File: src/rtl/gcd_pkg.sv
// Shared definitions for the GCD host driver: default data width and the
// sequencer state encoding.
package gcd_pkg;

  localparam int GCD_W = 16;

  localparam logic [2:0] S_IDLE   = 3'd0;
  localparam logic [2:0] S_LOAD_A = 3'd1;
  localparam logic [2:0] S_LOAD_B = 3'd2;
  localparam logic [2:0] S_WAIT   = 3'd3;
  localparam logic [2:0] S_RESP   = 3'd4;

endpackage

File: src/rtl/gcd_host_driver.sv
// Initiator-side sequencer for the subtraction GCD core.
//
// state    | meaning
// ---------+------------------------------------------------------------
// S_IDLE   | ready for an operand pair; zero operands answered locally
// S_LOAD_A | start pulse, operand A on the shared bus
// S_LOAD_B | operand B on the shared bus, timeout counter cleared
// S_WAIT   | waiting for core done, bounded by TIMEOUT cycles
// S_RESP   | result held on the output channel until accepted
//
// Every output is a register loaded from the next-state view, so nothing
// combinational reaches an output port.
module gcd_host_driver
  import gcd_pkg::*;
#(
  parameter int W       = GCD_W,
  parameter int TIMEOUT = 1024
) (
  input  logic         clk,
  input  logic         rst_n,
  input  logic         in_valid,
  output logic         in_ready,
  input  logic [W-1:0] in_a,
  input  logic [W-1:0] in_b,
  output logic         out_valid,
  input  logic         out_ready,
  output logic [W-1:0] out_gcd,
  output logic         out_err,
  output logic         busy,
  output logic         gcd_start,
  output logic [W-1:0] gcd_data,
  input  logic         gcd_done,
  input  logic [W-1:0] gcd_result
);

  localparam int CW = $clog2(TIMEOUT + 1);
  localparam logic [CW-1:0] CNT_LAST = CW'(TIMEOUT - 1);

  logic [2:0]    state_q, state_d;
  logic [W-1:0]  ra_q, ra_d;
  logic [W-1:0]  rb_q, rb_d;
  logic [CW-1:0] cnt_q, cnt_d;
  logic [W-1:0]  out_gcd_q, out_gcd_d;
  logic          out_err_q, out_err_d;
  logic          in_ready_q, in_ready_d;
  logic          out_valid_q, out_valid_d;
  logic          busy_q, busy_d;
  logic          start_q, start_d;
  logic [W-1:0]  data_q, data_d;

  // Sequencing: next state, operand capture, timeout count and result capture.
  // gcd_done is only looked at in S_WAIT so a level left high by the previous
  // run cannot be mistaken for completion of the current one.
  always_comb begin
    state_d   = state_q;
    ra_d      = ra_q;
    rb_d      = rb_q;
    cnt_d     = cnt_q;
    out_gcd_d = out_gcd_q;
    out_err_d = out_err_q;
    case (state_q)
      S_IDLE: begin
        if (in_valid && in_ready_q) begin
          ra_d = in_a;
          rb_d = in_b;
          // The core would subtract forever on a zero operand.
          if ((in_a == '0) || (in_b == '0)) begin
            state_d   = S_RESP;
            out_gcd_d = in_a | in_b;
            out_err_d = (in_a == '0) && (in_b == '0);
          end else begin
            state_d = S_LOAD_A;
          end
        end
      end
      S_LOAD_A: begin
        state_d = S_LOAD_B;
      end
      S_LOAD_B: begin
        cnt_d   = '0;
        state_d = S_WAIT;
      end
      S_WAIT: begin
        // done takes priority over a timeout landing in the same cycle
        if (gcd_done) begin
          state_d   = S_RESP;
          out_gcd_d = gcd_result;
          out_err_d = 1'b0;
        end else if (cnt_q == CNT_LAST) begin
          state_d   = S_RESP;
          out_gcd_d = '0;
          out_err_d = 1'b1;
        end else begin
          cnt_d = cnt_q + CW'(1);
        end
      end
      S_RESP: begin
        if (out_ready) begin
          state_d = S_IDLE;
        end
      end
      default: begin
        state_d = S_IDLE;
      end
    endcase
  end

  // Output register inputs, decoded from the state being entered.
  always_comb begin
    in_ready_d  = (state_d == S_IDLE);
    busy_d      = (state_d != S_IDLE);
    start_d     = (state_d == S_LOAD_A);
    out_valid_d = (state_d == S_RESP);
    case (state_d)
      S_LOAD_A:         data_d = ra_d;
      S_LOAD_B, S_WAIT: data_d = rb_d;
      default:          data_d = '0;
    endcase
  end

  // State and output registers; reset abandons any transaction in flight.
  always_ff @(posedge clk or negedge rst_n) begin
    if (!rst_n) begin
      state_q     <= S_IDLE;
      ra_q        <= '0;
      rb_q        <= '0;
      cnt_q       <= '0;
      out_gcd_q   <= '0;
      out_err_q   <= 1'b0;
      in_ready_q  <= 1'b0;
      out_valid_q <= 1'b0;
      busy_q      <= 1'b0;
      start_q     <= 1'b0;
      data_q      <= '0;
    end else begin
      state_q     <= state_d;
      ra_q        <= ra_d;
      rb_q        <= rb_d;
      cnt_q       <= cnt_d;
      out_gcd_q   <= out_gcd_d;
      out_err_q   <= out_err_d;
      in_ready_q  <= in_ready_d;
      out_valid_q <= out_valid_d;
      busy_q      <= busy_d;
      start_q     <= start_d;
      data_q      <= data_d;
    end
  end

  assign in_ready  = in_ready_q;
  assign out_valid = out_valid_q;
  assign out_gcd   = out_gcd_q;
  assign out_err   = out_err_q;
  assign busy      = busy_q;
  assign gcd_start = start_q;
  assign gcd_data  = data_q;

endmodule
File: config.mk
export PLATFORM = sky130hd
export DESIGN_NAME = gcd_host_driver
export DESIGN_NICKNAME = d
export VERILOG_FILES = /design/src/rtl/gcd_pkg.sv /design/src/rtl/gcd_host_driver.sv
export SDC_FILE = /design/constraint.sdc
export NUM_CORES = 1
export LEC_CHECK = 0
export ABC_AREA = 1
export BUFFER_PORTS_ARGS = -buffer_cell sky130_fd_sc_hd__buf_2
export CORE_MARGIN = 2
export CORE_UTILIZATION = 54
export CTS_CLUSTER_DIAMETER = 80
export DETAILED_ROUTE_END_ITERATION = 12
export GPL_TIMING_DRIVEN = 0
export PLACE_DENSITY = 0.89
export SYNTH_ARGS = -nofsm -noshare
export SYNTH_HDL_FRONTEND = slang
export SYNTH_SLANG_ARGS = --single-unit
File: constraint.sdc
create_clock -name clk -period 2.2 [get_ports clk]
set_input_delay 0.11 -clock clk [delete_from_list [all_inputs] [get_ports clk]]
set_output_delay 0.11 -clock clk [all_outputs]
set_load 0.005 [all_outputs]
**Word level (Yosys, flattened, before mapping)**

Cells that the tools add are included.

- Reduce and logical (&&, ||, !) cells: 13
- Add/subtract/negate cells: 1
- Bitwise gates (word level): 1
- Mux-type cells: 24
- Equality and inequality tests: 14

Operators by type and width:

| operator | number |
|---|---|
| $mux 16 | 8 |
| $pmux 16 s2 | 2 |
| $logic_not 16->1 | 2 |
| $mux 11 | 2 |
| $pmux 11 s2 | 1 |
| $or 16x16->16 | 1 |
| $mux 3 | 5 |
| $pmux 3 s5 | 1 |
| $eq 3x2->1 const B | 4 |
| $add 11x1->11 const B | 1 |
| $eq 11x10->1 const B | 1 |
| $ne 2x2->1 const B | 4 |
| $eq 3x1->1 const B | 2 |
| $eq 3x3->1 const B | 2 |
| $logic_not 3->1 | 2 |
| $mux 1 | 4 |
| $reduce_and 4->1 | 1 |
| $reduce_bool 2->1 | 2 |
| $ne 3x3->1 const B | 1 |
| $reduce_and 3->1 | 1 |
| $reduce_bool 3->1 | 1 |
| $logic_and 1x1->1 | 2 |
| $pmux 1 s2 | 1 |
| $reduce_or 2->1 | 1 |
| $logic_or 1x1->1 | 1 |

- Word-level logic and storage cells: 64
- Bits of input ports: 53
- Flip-flop bits (word level): 83
- Output and inout port bits: 37

**Depth between registers and ports, before layout**

Gate-level depths: netlist of the first run.

- Depth in word-level cells: 8
- Gate-level depth with buffers: 11
- Gate-level depth less buffers: 10

**Worst setup path before layout of the first run**

No wires, ideal clock.

- Path kind: register -> register
- Start: register cnt_q[0]
- End: register data_q[0], in the netlist gcd_data[0]
- Clock period less this slack: 1.637 ns
- Data arrival time: 1.520 ns
- Stages on the path, launching flop included: 12
- Buffers on the path: 1
- Setup slack: 0.563 ns
- Required time: 2.084 ns
- Setup time: 0.116 ns
- Path through: dfrtp_1 > ha_1 > nand2_1 > nor2_4 > nand3_2 > nand3_2 > nand2_1 > nor2_2 > inv_2 > buf_6 > nand2_1 > nand2_1

- Longest elaborated chain between the ends: 7
- Elaborated cells on any way between the ends: 9
- Those cells by class: eq/ne (4); mux (4); reduce/logical (1)

Ends and longest elaborated chain:

| what | RTL line | source |
|---|---|---|
| start: declaration | gcd_host_driver.sv:42 | `logic [CW-1:0] cnt_q, cnt_d;` |
| start signal: assignment | gcd_host_driver.sv:139 | `cnt_q <= cnt_d;` |
| $eq 11x10->1 (*) | gcd_host_driver.sv:89 | `end else if (cnt_q == CNT_LAST) begin` |
| $mux 3 (*) | gcd_host_driver.sv:89 |  |
| $mux 3 (*) | gcd_host_driver.sv:85 | `if (gcd_done) begin` |
| $pmux 3 s5 (*) | gcd_host_driver.sv:61 | `case (state_q)` |
| named net state_d[1] | gcd_host_driver.sv:39 | `logic [2:0] state_q, state_d;` |
| $eq 3x2->1 | gcd_host_driver.sv:114 | `case (state_d)` |
| $reduce_or 2->1 | gcd_host_driver.sv:114 |  |
| $pmux 16 s2 (*) | gcd_host_driver.sv:114 |  |
| named net data_d[0] | gcd_host_driver.sv:49 | `logic [W-1:0] data_q, data_d;` |
| end signal: assignment | gcd_host_driver.sv:146 | `data_q <= data_d;` |
| end: declaration | gcd_host_driver.sv:49 |  |

Mark *: on every way through the listed nets, which the timed path passes. The rest lies on a longest branch.
A chain may end at the register's enable or synchronous reset.

**Worst setup path in the final report of the first run**

- Start: register cnt_q[0]
- End: register data_q[12], in the netlist gcd_data[12]

Same word-level chain as after synthesis.

==> results of run 1 <==
## synthesized netlist by cell type
cell type / instances / area share (%)
nand2_1: 224 / 22
dfrtp_1: 83 / 54
nor2_1: 45 / 4.4
nand3_1: 41 / 5.3
inv_1: 19 / 1.9
o21ai_0: 18 / 2.3
nand4_1: 9 / 1.5
buf_2: 7 / 0.91
o21ai_1: 6 / 0.78
nor3_1: 5 / 0.65
a21oi_1: 4 / 0.52
clkbuf_1: 4 / 0.39
inv_2: 4 / 0.39
buf_4: 3 / 0.58
buf_6: 3 / 0.88
nor2_4: 3 / 0.88
buf_1: 2 / 0.20
nand3_2: 2 / 0.52
nor2_2: 2 / 0.32
xor2_1: 2 / 0.46
ha_1: 1 / 0.32
nand2_2: 1 / 0.16
nand2_4: 1 / 0.29
nor3_4: 1 / 0.42
nor4_1: 1 / 0.16
## flip-flops by register name, summed over array words and instances, names as in the netlist
signal / flops
gcd_data: 16
state_q: 3
out_valid: 1
gcd_start: 1
ra_q: 16
out_err: 1
cnt_q: 11
busy: 1
rb_q: 16
in_ready: 1
out_gcd: 16
## metrics by stage
step | util (%) | instance area (um2)
2_1_floorplan | - | 3850
3_3_place_gp | 64.56 | 4410
3_5_place_dp | 64.89 | 4433
4_1_cts | 68.11 | 4653
5_1_grt | 68.11 | 4653
6_report | 68.11 | 4653
## routing by layer
layer | vias to the layer above | wire [um]
met5 | - | 0
met4 | 0 | 339
met3 | 34 | 660
met2 | 155 | 4982
met1 | 1735 | 3974
li1 | 1756 | -
## worst paths after layout
path / from / endpoint / slack (ns) / depth (start not counted)
max: cnt_q[0] / gcd_data[12] / 0.22 / 11
min: in_a[5] / ra_q[5] / 0.01 / 3
max reg2reg: cnt_q[0] / gcd_data[12] / 0.22 / 11
min reg2reg: out_gcd[15] / out_gcd[15] / 0.47 / 2
max in group asynchronous: rst_n / out_err / 1.33 / 3
min in group asynchronous: rst_n / gcd_data[5] / 0.26 / 2
## final cells by class
type | instances | area, um2
Inverter | 23 | 86.33
Clock buffer | 11 | 151.4
Multi-Input combinational cell | 366 | 1573
Fill cell | 585 | 2178
Sequential cell | 83 | 2077
Timing Repair Buffer | 91 | 483.0
Clock inverter | 4 | 48.80
Buffer | 19 | 113.9
Tap cell | 96 | 120.1
## tightest hold or removal path: cells and delay by family
family	cells	cell delay [ns]
simple gates	2	0.12
buf+inv	1	0.10
## placed cells by master, fill, tap and decap left out, types with 2 or more instances in the layout
cell and n:
a21oi_1 4, buf_6 3, buf_2 94, nor3_1 5
inv_2 4, nand2_1 224, nand4_1 9, nor2_1 45
nand3_1 41, buf_1 2, inv_1 19, xor2_1 2
dfrtp_1 83, nor2_2 2, o21ai_1 6, nand3_2 2
dlygate4sd3_1 2, buf_4 4, clkbuf_1 4, clkbuf_8 11
o21ai_0 18, clkinv_2 2, nor2_4 3
## power groups by stage
stage	logic (W)	clock network, W	registers [W]
6_report	0.00226	0.00113	0.00233
2_1_floorplan	0.00143	0	0.00235
4_1_cts	0.00224	0.00113	0.00233
3_3_place_gp	0.00213	0	0.00234
3_5_place_dp	0.00223	0	0.00235
5_1_grt	0.00255	0.00120	0.00238
## logic make-up (layout without fill, tap and decap cells)
| logic type | after synthesis | count (layout) | share of synthesized area (%) |
|---|---|---|---|
| AO/OA/AOI/OAI | 28 | 28 | 3.640 |
| XOR/XNOR | 2 | 2 | 0.4551 |
| adder cells (fa/ha/maj) | 1 | 1 | 0.3249 |
| buffers and inverters | 42 | 148 | 5.200 |
| flip-flops | 83 | 83 | 53.95 |
| AND/OR/NAND/NOR | 335 | 335 | 36.43 |
==> impl_results.md, run 1 <==
* Status: finished, final reports clean
* Total length of routed wires at around 10000 um
* Routed Antenna Nets at 0
* Slew HR at 64.43%
* Layout cells sized above 1 at between 20% and 30%
* Fmax at slightly above 500 MHz
* Largest net degree at the start of global routing at between 40 and 50
* Final Skew at 0.01124 ns
* Routed WL per cell at 14.37 um
* Post-Layout Cell Count at 693
* IO Port Bufs at between 80 and 90
* Vias in the first global route at 3468
* Placed cells at between 600 and 700
* Starting Density at 56.36%
* Final setup violation count at 0
* Post-CTS Hold Buffers at 2
* Max Cap Viol at 0
* Seq/Total Area, Yosys at between 50% and 60%
* Post-place setup slack at ~0.25 ns
* CTS tree: done
* Pins Over Slew Limit at 0
* Clock slew at reported path FFs at roughly 0.09 ns
* Period utilization at 89.93%
* Area Growth Syn to Fin at 20.86%
* Via/cell ratio at around 5.3
* Worst skew pair latency at ~0.36 ns
* Power per Cell Area at ~1200 nW/um2
* Setup TNS at 0 ns
* Core footprint at ~6800 um2
* Synth Warn # at 0
* Clock sink count at between 80 and 90
* Via Count at about 3700
* TritonCTS Buffers at 9
* Clock power share at 19.7%
* Critical Path, Cell by Cell: ha_1 > nand2_1 > nor2_4 > nand3_2 > nand3_2 > nand2_1 > nor2_2 > inv_2 > buf_6 > nand2_1 > nand2_1
* DIE WIDTH at about 88 um
* Arr. time, crit path at between 2 and 2.5 ns
* Worst path bufs/invs at 2
* Post-cts sizing count at 0
* CP required at 2.45 ns
* GRT Total Usage at roughly 27%
* Worst-Margin Slew at ~0.53 ns
* Met1 GRT Util at between 30% and 40%
* Initial antenna violation count at 0
* Crit Path Category: register to register
* Hold slack final at 0.01081 ns
* Worst setup SP type: register
* Synthesized instance count at between 400 and 500
* CP top delay family: simple AND/OR/NAND/NOR gates
* Sw frac at 39.04%
* Slowest cell on the critical path: dfrtp_1
* # rows at 30
* Slowest stage delay, CP at approximately 0.46 ns
* IO Pins at 90
* Total power at between 0.005 and 0.006 W
* Final WS setup at 0.2215 ns
* Static leakage at 2.538 nW
* Layout Nets at around 650
* DRC at 0
* Fin crit period at between 1.5 and 2 ns
* Post-CTS setup buffers at 0
* Layer carrying the most global-route usage: met2
* DP HPWL at 7478 um
* CTS max path bufs at 2
* Netlist cell types at 25
* Root Buffer: clkbuf_8
* Die height at 88.44 um
* Syn Nets at approximately 550
* Global placer's final weighted congestion at 0.9377
* Grt total ovfl at 0
* Unrepaired setup endpoints after global routing: no
* Logic pwr share at around two fifths
* Worst Setup End Kind: register
* Met2 GRT Util at between 40% and 50%
* Seq cells post-synth at 83
* DRT Pass-1 Iters at 5
* GRT met3 Usage at 4.291%
* Seq pwr share at about two fifths
* First-pass GRT wire length at 16010 um
* CP Max Fanout at 10
* Initial drt markers at approximately 260
* Syn avg cell area at 7.841 um2
* Htree depth at 3
* Pint at roughly 0.0035 W
* Synth Cell Area at ~3800 um2
* Worst Hold Class: input port to register
* Die area at roughly 8000 um2
* Max VDD drop at a little under 600 uV
* Switching pwr at ~0.0022 W
* CP most frequent cell: nand2_1
* Hold Violations, Final at 0
* N_diodes at 0
(Power assumes the default switching activity.)
==> run 2: changes to the inputs <==
--- a/config.mk
+++ b/config.mk
@@ -9,9 +9,9 @@
 export BUFFER_PORTS_ARGS = -buffer_cell sky130_fd_sc_hd__buf_2
 export CORE_MARGIN = 2
-export CORE_UTILIZATION = 54
+export CORE_UTILIZATION = 48
 export CTS_CLUSTER_DIAMETER = 80
 export DETAILED_ROUTE_END_ITERATION = 12
 export GPL_TIMING_DRIVEN = 0
-export PLACE_DENSITY = 0.89
+export PLACE_DENSITY = 0.84
 export SYNTH_ARGS = -nofsm -noshare
 export SYNTH_HDL_FRONTEND = slang
==> constraint.sdc (replaced) <==
create_clock -name clk -period 1.7 [get_ports clk]
set_input_delay 0.085 -clock clk [delete_from_list [all_inputs] [get_ports clk]]
set_output_delay 0.085 -clock clk [all_outputs]
set_load 0.1 [all_outputs]
==> run 2 against run 1 <==
Setup slack worse by 0.17 ns. Fmax is 20% higher. Global-route usage is 1.8 points lower. Largest cell class unchanged. Register-to-register slack worse by 0.17 ns. Final cell count is 4.8% higher. Utilization is 3.9 points lower. First-iteration DRC count is 36% higher. Highest routed layer unchanged. Combinational power grew to 2.7 times the previous value.
==> impl_results.md, run 2 (synthesized netlist as in run 1, its figures left out) <==
* Status: finished, final reports clean
* DP HPWL at 7541 um (+0.85%)
* Die area at 8753 um2 (+12%)
* Worst setup SP type: register
* Period utilization at 97.03% (+7.1 points)
* DRC at 0 (unchanged)
* Initial drt markers at 350 (+36%)
* Static leakage at 2.705 nW (+6.6%)
* CP Max Fanout at 6 (-4)
* Most frequent cells in the layout: nand2_1, buf_2, dfrtp_1, nor2_1, nand3_1
* N_diodes at 0 (unchanged)
* Die height at 93.56 um (+5.8%)
* CTS tree: done
* Power per Cell Area at 2119 nW/um2 (+72%)
* Via/cell ratio at 5.386 (+1.4%)
* Pint at 0.004899 W (+41%)
* Global placer's final weighted congestion at 0.9230 (-1.6%)
* Placed Area at 4449 um2 (+0.37%)
* First-pass GRT wire length at 17170 um (+7.2%)
* Final setup violation count at 0 (unchanged)
* Slowest cell on the critical path: dfrtp_1
* Total length of routed wires at 11250 um (+13%)
* Final Skew at 0.01221 ns (+0.0009660 ns)
* Htree depth at 3 (unchanged)
* Crit Path Category: register to register
* Sw frac at 53.64% (+15 points)
* Number of cells on the worst reg-to-reg path at 11 (unchanged)
* Slew HR at 66.80% (+2.4 points)
* Initial antenna violation count at 0 (unchanged)
* Max Cap Viol at 0 (unchanged)
* Slowest stage delay, CP at 0.40 ns (-0.06 ns)
* Final instance area at 4986 um2 (+7.2%)
* Fmax at 606.3 MHz (+20%)
* Fin crit period at 1.649 ns (-0.3291 ns)
* Unrepaired setup endpoints after global routing: yes
* Arr. time, crit path at 1.89 ns (-0.34 ns)
* Finished Core Util at 64.19% (-3.9 points)
* Min-delay src: in_b[8]
* Hold EP: rb_q[8]
* Worst-Margin Slew at 0.5014 ns (-0.03210 ns)
* Hold Violations, Final at 0 (unchanged)
* Placed cells at 682 (+0.89%)
* DRT Pass-1 Iters at 6 (+1)
* Clock slew at reported path FFs at 0.08 ns (about the same)
* Vias in the first global route at 3633 (+4.8%)
* Core footprint at 7767 um2 (+14%)
* Worst skew pair latency at 0.35 ns (about the same)
* Max VDD drop at 1233 uV (+110%)
* Worst Setup End Kind: register
* Largest net degree at the start of global routing at 69 (+60%)
* DIE WIDTH at 93.56 um (+5.8%)
* CTS max path bufs at 2 (unchanged)
* Logic pwr share at 58.0% (+18 points)
* Leading cell type in the layout, fill and taps excluded: nand2_1
* Flop2flop setup slack at 0.05 ns (-0.17 ns)
* Clock power share at 13.3% (-6.4 points)
* Starting Density at 49.57% (-6.8 points)
* Layout Nets at 674 (+4.2%)
* Seq pwr share at 28.8% (-12 points)
* Reg2Reg Launch Point: cnt_q[1]
* GRT Total Usage at 25.16% (-1.8 points)
* Root Buffer: clkbuf_8
* IO Port Bufs at 88 (unchanged)
* Routed Antenna Nets at 0 (unchanged)
* Routed WL per cell at 15.49 um (+7.8%)
* Worst Hold Class: input port to register
* Clock sink count at 83 (unchanged)
* IO Pins at 90 (unchanged)
* Final WS setup at 0.05053 ns (-0.1709 ns)
* TritonCTS Buffers at 9 (unchanged)
* Layout cells sized above 1 at 27.24% (+5.3 points)
* Via Count at 3910 (+6.3%)
* Area Growth Syn to Fin at 29.51%
* CP required at 1.94 ns (-0.51 ns)
* WHS Path Cells at 3 (unchanged)
* R2R Path End: gcd_data[15]
* Pins Over Slew Limit at 0 (unchanged)
* Post-Layout Cell Count at 726 (+4.8%)
* Grt total ovfl at 0 (unchanged)
* Post-place setup slack at -0.2564 ns (-0.5062 ns)
* Switching pwr at 0.005668 W (+150%)
* # rows at 32 (+6.7%)
* Critical Path, Cell by Cell: ha_4 > nand2_4 > nor2_4 > nand3_4 > nand3_4 > nand2_4 > nor2_4 > inv_4 > buf_8 > nand2_1 > nand2_1
## run 2: cell count changes in the layout (fill, tap and decap cells not counted), sizes merged
cell and change:
clkbuf +4, clkinvlp +1, inv -1, dlygate4sd3 +4, buf +19
## run 2: worst max-delay path by stage
stage | from | endpoint | depth (start not counted)
floorplan | in_ready | gcd_data[0] | 7
global placement | cnt_q[0] | gcd_data[15] | 11
detailed placement | cnt_q[0] | gcd_data[15] | 11
CTS | state_q[1] | gcd_data[10] | 8
global route | in_a[13] | out_gcd[2] | 13
finish | cnt_q[1] | gcd_data[15] | 11
## run 2: power by group through the flow
stage          clock network (W)  registers (W)  logic (W)
3_3_place_gp                   0        0.00303    0.00534
4_1_cts                  0.00141        0.00302    0.00560
3_5_place_dp                   0        0.00305    0.00545
5_1_grt                  0.00148        0.00310    0.00650
2_1_floorplan                  0        0.00554    0.00186
6_report                 0.00140        0.00304    0.00613
## run 2: cell type report
type                       instances  area, um2
inverter                          23      91.34
fill                             608       2781
timing repair buffer             118      724.4
buffer                            19      128.9
clock buffer                      11      141.4
clock inverter                     4      51.30
sequential                        83       2081
multi-input combinational        366       1640
tap                              102      127.6
## run 2: what timing repair did
| item | CTS | global route |
|---|---|---|
| hold buffers | 6 | 0 |
| buffers inserted | 4 | 18 |
| endpoints found under the setup margin | 48 | 62 |
| endpoints found under the hold margin | 88 | 0 |
| gates resized for setup | 8 | 23 |
| pin swaps | 2 | 9 |
| gates cloned | 0 | 1 |
## run 2: layer usage
metal	vias to the layer above	wire, um	GRT usage, %
met5	-	0	0
met4	0	582	12.80
met3	52	943	4.593
met2	233	5492	42.69
met1	1818	4228	30.70
li1	1807	-	-
## run 2: worst max-delay path, delay by kind of cell (launching register included)
family                   cells  cell delay, ns
flip-flops                   1            0.40
adder cells (fa/ha/maj)      1            0.18
buffers and inverters        2            0.23
AND/OR/NAND/NOR              8            0.73
## run 2: per-stage QoR
step	hold slack, ns	power [W]	TNS (ns)
finish	0.001832	0.01057	0
global route	0.006040	0.01109	-0.4377
CTS	0.004251	0.01003	0
detailed placement	-0.03169	0.008494	-7.350
global placement	0.3468	0.008365	-8.839
floorplan	-0.2106	0.007399	0
